$ cat src/rtl/cpu_pkg.sv
// Shared CPU constants and the fetch bundle type used by the fetch stage.
package cpu_pkg;

    localparam logic [31:0] RESET_PC_DEFAULT = 32'h0000_0000;
    localparam int          INST_W           = 32;
    localparam int          ROM_ADDR_W       = 14;
    localparam logic [31:0] NOP_INST         = 32'h0000_0013;

    // One fetched instruction together with the PC it was fetched from.
    typedef struct packed {
        logic [INST_W-1:0] inst;
        logic [31:0]       pc;
    } fetch_bundle_t;

endpackage

$ cat src/rtl/ifetch_skid.sv
// Single-entry skid register: holds one fetched instruction while decode
// is backpressuring. Pure storage; the parent decides when to fill or drain.
module ifetch_skid
    import cpu_pkg::*;
(
    input  logic          clock,
    input  logic          rst_n,
    input  logic          flush,
    input  logic          capture,
    input  logic          pop,
    input  fetch_bundle_t fill,
    output logic          valid,
    output fetch_bundle_t entry
);

    // Flush beats capture beats pop; the entry payload only changes on capture.
    always_ff @(posedge clock or negedge rst_n) begin
        if (!rst_n) begin
            valid <= 1'b0;
            entry <= '0;
        end else if (flush) begin
            valid <= 1'b0;
        end else if (capture) begin
            valid <= 1'b1;
            entry <= fill;
        end else if (pop) begin
            valid <= 1'b0;
        end
    end

endmodule

$ cat src/rtl/ifetch_unit.sv
// Instruction-fetch stage in front of a 1-cycle-latency ROM. Owns the PC,
// pairs returned ROM words with their PC, and offers them to decode.
//
// Decode handshake: an instruction transfers on a rising edge where
// inst_valid and inst_ready are both 1. While inst_valid=1 and inst_ready=0,
// inst, inst_pc and inst_valid stay stable until the transfer happens, except
// that a redirect withdraws inst_valid and drops the instruction.
module ifetch_unit
    import cpu_pkg::*;
#(
    parameter logic [31:0] RESET_PC = RESET_PC_DEFAULT,
    parameter int          ADDR_W   = ROM_ADDR_W
) (
    input  logic              clock,
    input  logic              rst_n,
    output logic              rom_en,
    output logic [ADDR_W-1:0] rom_addr,
    input  logic [31:0]       rom_data,
    input  logic              redirect_valid,
    input  logic [31:0]       redirect_pc,
    output logic              inst_valid,
    input  logic              inst_ready,
    output logic [31:0]       inst,
    output logic [31:0]       inst_pc,
    output logic [31:0]       inst_pc_plus4,
    output logic              misalign_err,
    output logic [31:0]       fetch_count
);

    logic [31:0]   pc_q;
    logic          f1_valid;
    logic [31:0]   f1_pc;
    logic          skid_valid;
    fetch_bundle_t skid_entry;
    fetch_bundle_t f1_bundle;
    logic          stall;
    logic          issue_en;
    logic          skid_capture;
    logic          skid_pop;

    // The in-flight word is parked in the skid when decode refuses it, and
    // no new fetch is launched while either the stall or the skid is active.
    assign stall        = f1_valid & ~skid_valid & ~inst_ready;
    assign issue_en     = rst_n & ~skid_valid & ~stall & ~redirect_valid;
    assign skid_capture = stall & ~redirect_valid;
    assign skid_pop     = skid_valid & inst_ready & ~redirect_valid;

    assign f1_bundle = '{inst: rom_data, pc: f1_pc};

    assign rom_en   = issue_en;
    assign rom_addr = pc_q[ADDR_W+1:2];

    // Output mux: the skid has priority because it holds the older word.
    always_comb begin
        inst_valid = 1'b0;
        inst       = '0;
        inst_pc    = '0;
        if (rst_n) begin
            inst_valid = (skid_valid | f1_valid) & ~redirect_valid;
            if (skid_valid) begin
                inst    = skid_entry.inst;
                inst_pc = skid_entry.pc;
            end else begin
                inst    = f1_bundle.inst;
                inst_pc = f1_bundle.pc;
            end
        end
    end

    assign inst_pc_plus4 = inst_pc + 32'd4;

    // PC, in-flight tracking and sticky misalign flag; redirect overrides issue.
    always_ff @(posedge clock or negedge rst_n) begin
        if (!rst_n) begin
            pc_q         <= RESET_PC;
            f1_valid     <= 1'b0;
            f1_pc        <= '0;
            misalign_err <= 1'b0;
        end else if (redirect_valid) begin
            pc_q     <= redirect_pc & ~32'h3;
            f1_valid <= 1'b0;
            if (redirect_pc[1:0] != 2'b00) begin
                misalign_err <= 1'b1;
            end
        end else if (issue_en) begin
            f1_valid <= 1'b1;
            f1_pc    <= pc_q;
            pc_q     <= pc_q + 32'd4;
        end else begin
            f1_valid <= 1'b0;
        end
    end

    // Count every ROM read launched since reset.
    always_ff @(posedge clock or negedge rst_n) begin
        if (!rst_n) begin
            fetch_count <= '0;
        end else if (issue_en) begin
            fetch_count <= fetch_count + 32'd1;
        end
    end

    ifetch_skid u_skid (
        .clock   (clock),
        .rst_n   (rst_n),
        .flush   (redirect_valid),
        .capture (skid_capture),
        .pop     (skid_pop),
        .fill    (f1_bundle),
        .valid   (skid_valid),
        .entry   (skid_entry)
    );

endmodule
$ cat config.mk
export PLATFORM = sky130hd
export DESIGN_NAME = ifetch_unit
export DESIGN_NICKNAME = d
export VERILOG_FILES = /design/src/rtl/cpu_pkg.sv /design/src/rtl/ifetch_skid.sv /design/src/rtl/ifetch_unit.sv
export SDC_FILE = /design/constraint.sdc
export NUM_CORES = 1
export LEC_CHECK = 0
export ABC_CLOCK_PERIOD_IN_PS = 4100
export CAP_MARGIN = 20
export CORE_UTILIZATION = 50
export DETAILED_ROUTE_END_ITERATION = 6
export PLACE_DENSITY = 0.88
export SYNTH_ARGS = -nofsm -noshare
export SYNTH_HDL_FRONTEND = slang
export SYNTH_SLANG_ARGS = --single-unit
$ cat constraint.sdc
create_clock -name clock -period 4.1 [get_ports clock]
set_input_delay 0.82 -clock clock [delete_from_list [all_inputs] [get_ports clock]]
set_output_delay 0.82 -clock clock [all_outputs]
set_load 0.1 [all_outputs]
Word-level counts from Yosys, hierarchy flattened
Index checks and enable logic that the tools add are counted.
W data, S select, Z words.
{"block": "word_totals", "n_memories": 0, "latchBits": 0, "word_cells": 43, "output_inout_bits": 145, "register_bits": 163, "ram_bits": 0, "rom_bits": 0}
{"block": "classes", "add_sub_neg": 3, "n_reduce_logical": 6, "div_mod_pow": 0, "shifts": 0, "n_lt_le_gt_ge": 0, "n_mul": 0, "mux": 12, "bitwise_logic": 14, "n_eq_ne": 0}
{"cell": "$mux W32", "n": 6}
{"cell": "$add A32 B3 Y32 const B", "n": 2}
{"cell": "$add A32 B1 Y32 const B", "n": 1}
{"cell": "$and A1 B1 Y1", "n": 9}
{"cell": "$mux W1", "n": 6}
{"cell": "$reduce_and A2 Y1", "n": 3}
{"cell": "$not A1 Y1", "n": 4}
{"cell": "$reduce_bool A2 Y1", "n": 2}
{"cell": "$reduce_bool A3 Y1", "n": 1}
{"cell": "$or A1 B1 Y1", "n": 1}

Logic depth before layout (Yosys ltp)
Gate-level depths: netlist of run 1.
{"block": "depth", "ltp_word": 8, "ltp_mapped": 12}

Hierarchy
Synthesis of run 1 repeated with hierarchy kept, for this count alone.
{"block": "hier_totals", "cells_unflattened": 819, "area_unflattened_um2": 9141.3}
{"module": "ifetch_unit", "instances": 1, "area_per_inst_um2": 6399.9, "cells_per_inst": 679}
{"module": "ifetch_skid", "instances": 1, "area_per_inst_um2": 2741.4, "cells_per_inst": 140}

Worst setup path after synthesis of run 1
Ideal clock, no wire load.
{"block": "synth_timing", "path_type": "input to output", "startpoint": "in rst_n", "endpoint": "out inst_pc_plus4[18]", "t_arrival_ps": 5794, "t_required_ps": 3280, "stages": 11, "setup_slack_ps": -2514, "path_buffers": 4, "path_cell_list": "inv_1 > clkbuf_1 > clkbuf_1 > buf_1 > buf_1 > nor2_1 > ha_1 > and4b_1 > nand4_1 > a211oi_1 > xor2_1"}
{"block": "synth_between", "elab_chain_len": 2}
{"item": "start: declaration", "line_no": "ifetch_unit.sv:15", "rtl": "input logic rst_n,"}
{"item": "$mux W32", "line_no": "ifetch_unit.sv:58", "rtl": "if (rst_n) begin"}
{"item": "net inst_pc[3]", "line_no": "ifetch_unit.sv:24", "rtl": "output logic [31:0] inst_pc,"}
{"item": "$add A32 B3 Y32", "line_no": "ifetch_unit.sv:70", "rtl": "assign inst_pc_plus4 = inst_pc + 32'd4;"}
{"item": "end: declaration", "line_no": "ifetch_unit.sv:25", "rtl": "output logic [31:0] inst_pc_plus4,"}
The timed path passes the listed nets, and every way through them passes these cells.

Worst setup path in the final report of run 1
{"block": "layout_timing", "startpoint": "reg u_skid.valid", "endpoint": "out inst_pc_plus4[16]"}
{"block": "layout_between", "elab_chain_len": 3}
{"item": "start: declaration", "line_no": "ifetch_skid.sv:12", "rtl": "output logic valid,"}
{"item": "start signal: assignment", "line_no": "ifetch_skid.sv:19", "rtl": "valid <= 1'b0;"}
{"item": "start signal: assignment", "line_no": "ifetch_skid.sv:22", "rtl": "valid <= 1'b0;"}
{"item": "start signal: assignment", "line_no": "ifetch_skid.sv:24", "rtl": "valid <= 1'b1;"}
{"item": "$mux W32", "line_no": "ifetch_unit.sv:60", "rtl": "if (skid_valid) begin"}
{"item": "$mux W32", "line_no": "ifetch_unit.sv:58"}
{"item": "$add A32 B3 Y32", "line_no": "ifetch_unit.sv:70"}
Every way passes these cells.

==> results of run 1 <==
==> logic make-up (layout without fill, tap and decap cells) <==
family,Yosys count,count (layout),synth area share (%)
flip-flops,157,157,46.1
AND/OR/NAND/NOR,282,282,16.7
XOR/XNOR,87,87,8.94
multiplexers,154,154,19.5
buffers and inverters,72,271,4.34
adder cells (fa/ha/maj),3,3,0.440
AO/OA/AOI/OAI,52,52,3.87
other,1,4,0.0440
==> power by group through the flow <==
stage / logic (W) / clock network, W / registers [W]
floorplan: 0.00157 / 0 / 0.00229
global placement: 0.00249 / 0 / 0.00216
detailed placement: 0.00253 / 0 / 0.00219
CTS: 0.00254 / 0.00160 / 0.00217
global route: 0.00263 / 0.00166 / 0.00223
finish: 0.00253 / 0.00158 / 0.00219
==> cells in the final DEF, fill, tap and decap left out, drive strengths merged, types with 18 or more instances in the layout <==
| master | instances |
|---|---|
| inv | 18 |
| mux2 | 100 |
| mux2i | 54 |
| nand3 | 37 |
| xor2 | 35 |
| dfrtp | 157 |
| clkdlybuf4s50 | 112 |
| xnor2 | 52 |
| buf | 115 |
| nand2 | 77 |
| o21ai | 31 |
| nor2 | 67 |
| clkbuf | 18 |
| nor4 | 18 |
| nand4 | 20 |
==> routing by layer <==
| metal | vias to the layer above | GRT usage [%] | share of wire, % |
|---|---|---|---|
| met4 | 0 | 10.0 | 2.5 |
| met2 | 241 | 44.0 | 50 |
| li1 | 3185 | - | - |
| met5 | - | 0 | 0 |
| met1 | 3404 | 34.7 | 43 |
| met3 | 36 | 4.83 | 5.0 |
==> worst max-delay path by stage <==
stage | end | depth (start not counted)
2_1_floorplan | inst_pc_plus4[16] | 11
3_3_place_gp | inst_pc_plus4[16] | 10
3_5_place_dp | inst_pc_plus4[16] | 10
4_1_cts | inst_pc_plus4[16] | 9
5_1_grt | inst_pc_plus4[29] | 6
6_report | inst_pc_plus4[16] | 9
==> worst max-delay path, cell delays in order (launching register included) <==
cell     delay [ns]
dfrtp_4        0.67
mux2i_2        0.26
nor2_4         0.19
ha_4           0.17
and4b_1        0.28
nand4_1        0.12
buf_4          0.20
nor4_2         0.29
xor2_1         0.27
buf_12         0.21
==> flip-flops by register name (all words and copies together) (netlist names) <==
register      count
u_skid.entry     62
fetch_count      32
f1_pc            30
pc_q             30
f1_valid          1
misalign_err      1
u_skid.valid      1
==> area by class of cell <==
class                           instances  area share, %
Clock buffer                           18           3.47
Clock inverter                         14           1.26
Inverter                               12          0.496
Multi-Input combinational cell        582           35.6
Sequential cell                       157           31.8
Tap cell                              220           2.23
Timing Repair Buffer                  227           25.2
==> timing repair <==
action	4_1_cts	5_1_grt
endpoints found under the setup margin	0	1
hold endpoints to repair	0	0
gates resized for setup	0	1
==> stage by stage <==
| step | cells | instance area [um2] | setup slack (ns) | hold slack (ns) |
|---|---|---|---|---|
| global placement | 1198 | 11800 | 0.407 | 0.454 |
| global route | 1230 | 12400 | 0.0135 | 0.218 |
| finish | 1230 | 12400 | 0.187 | 0.226 |
| detailed placement | 1198 | 11800 | 0.381 | 0.478 |
| CTS | 1230 | 12400 | 0.137 | 0.212 |
| floorplan | 811 | 8760 | -1.25 | 0.480 |
==> flow_metrics.tcl, run 1 <==
set metrics [dict create \
    status "finished, final reports clean" \
    totalWireLength_um 22500 \
    postCtsSetupBuffers 0 \
    first_pass_iters 5 \
    drc 0 \
    core_mm2 0.0166 \
    cts_root_buf "clkbuf_16" \
    critPathKind "flip-flop to output pin" \
    yosysTopAreaCellShare_pct 46.1 \
    netlist_area_mm2 0.00853 \
    tightest_slew_ns 1.10 \
    die_x_um 133 \
    drt_iter0_drc 490 \
    rsz0062_at_grt "false" \
    n_fill_cell 1075 \
    clk_pin_slew_worst_paths_ns 0.06 \
    dieArea_mm2 0.0176 \
    peakVddDrop_mv 0.370 \
    fmax_mhz 256 \
    ys.flop_type "dfrtp_1" \
    maxCapViolCount 0 \
    drv_slew 0 \
    start_util_pct 51.2 \
    skew_ns 0.00891 \
    final-hold-violation-count 0 \
    areaGrowthSynthToFinish_pct 45.0 \
    antenna_found_initial 0 \
    layout.area.seq_mm2 0.00393 \
    cp_max_fo 36 \
    r2r_start "u_skid.valid$_DFFE_PN0P_" \
    p_int_w 0.00368 \
    ys.warnings.count 0 \
    cts_tree "yes" \
    yosysMostFrequentCell "dfrtp_1" \
    num_rows 47 \
    final_nets 1068 \
    htreeDepth 4 \
    synth_commonest_cells "dfrtp_1, mux2_2, nand2_1, nor2_1, mux2i_1" \
    postSynthAreaPerCell_um2 10.6 \
    r2r_slack_ns 1.07 \
    fin_crit_ns 3.91 \
    fin_tns_setup_ns 0 \
    overflow 0 \
    synth_edf_count 0 \
    dpl.hpwl_um 16600 \
    numCtsBuffers 17 \
    die_y_um 133 \
    drtAntennaViolNets 0 \
    synth_seq_cells 157 \
    pwr-share-clk_pct 25.0 \
    sw_frac_of_total_pct 41.6 \
    clockBufferDepth 2 \
    vias 6866 \
    p_sw_w 0.00262 \
    cellLeakagePower_nw 5.10 \
    critPathLaunch "u_skid.valid$_DFFE_PN0P_" \
    place_congestion 0.883 \
    multi_input_area_mm2 0.00440 \
    worstSkewPairLatency_ns 0.43 \
    drive_gt1_share_pct 27.7 \
    synth_seq_area_share_pct 46.1 \
    grtUsageTotal_pct 26.6 \
    cts_sinks 157 \
    ys_async_sr_fraction_pct 100 \
    power_density_mw_per_mm2 509 \
    rr_endpoint "fetch_count[15]$_DFFE_PN0P_" \
    arrival_ns 3.09 \
    grt_pass1_wl_um 36900 \
    start_kind "flip-flop" \
    power_frac_seq_pct 34.7 \
    comb_power_share_pct 40.2 \
    grt_pass1_vias 7005 \
    synth_cells 808 \
    viasPerCell 5.58 \
    num_antenna_cells 0 \
    min_path_type "primary input to asynchronous set/reset pin" \
    fin_util_pct 74.3 \
    yosys.area.top_type "dfrtp_1" \
    power.total_w 0.00630 \
    wl_per_cell_um 18.3 \
    setup_violations 0 \
    cp_data_required_time_ns 3.28 \
    synth_area_leaders "dfrtp_1, mux2_2, mux2i_1, xnor2_1, xor2_1" \
    min_period_over_period_pct 95.4 \
    portBuffers 208 \
    rr_worst_depth 6 \
    end_kind "output pin" \
    grt_max_degree 66 \
    ctsHoldBuffers 0 \
    synth_cell_types 46 \
    slew_headroom_pct 26.2 \
    ioPinCount 213 \
]
Power figures use the tool's default switching activity.
==> inputs of run 2 (changes only) <==
- ABC_CLOCK_PERIOD_IN_PS: 4100 -> not set
==> results of run 2 <==
No change in the layout: final DEF, timing and power equal those of run 1.
==> inputs of run 3 (changes only) <==
- CTS_CLUSTER_DIAMETER: not set -> 80
==> results of run 3 <==
No change in the layout: final DEF, timing and power equal those of run 1.
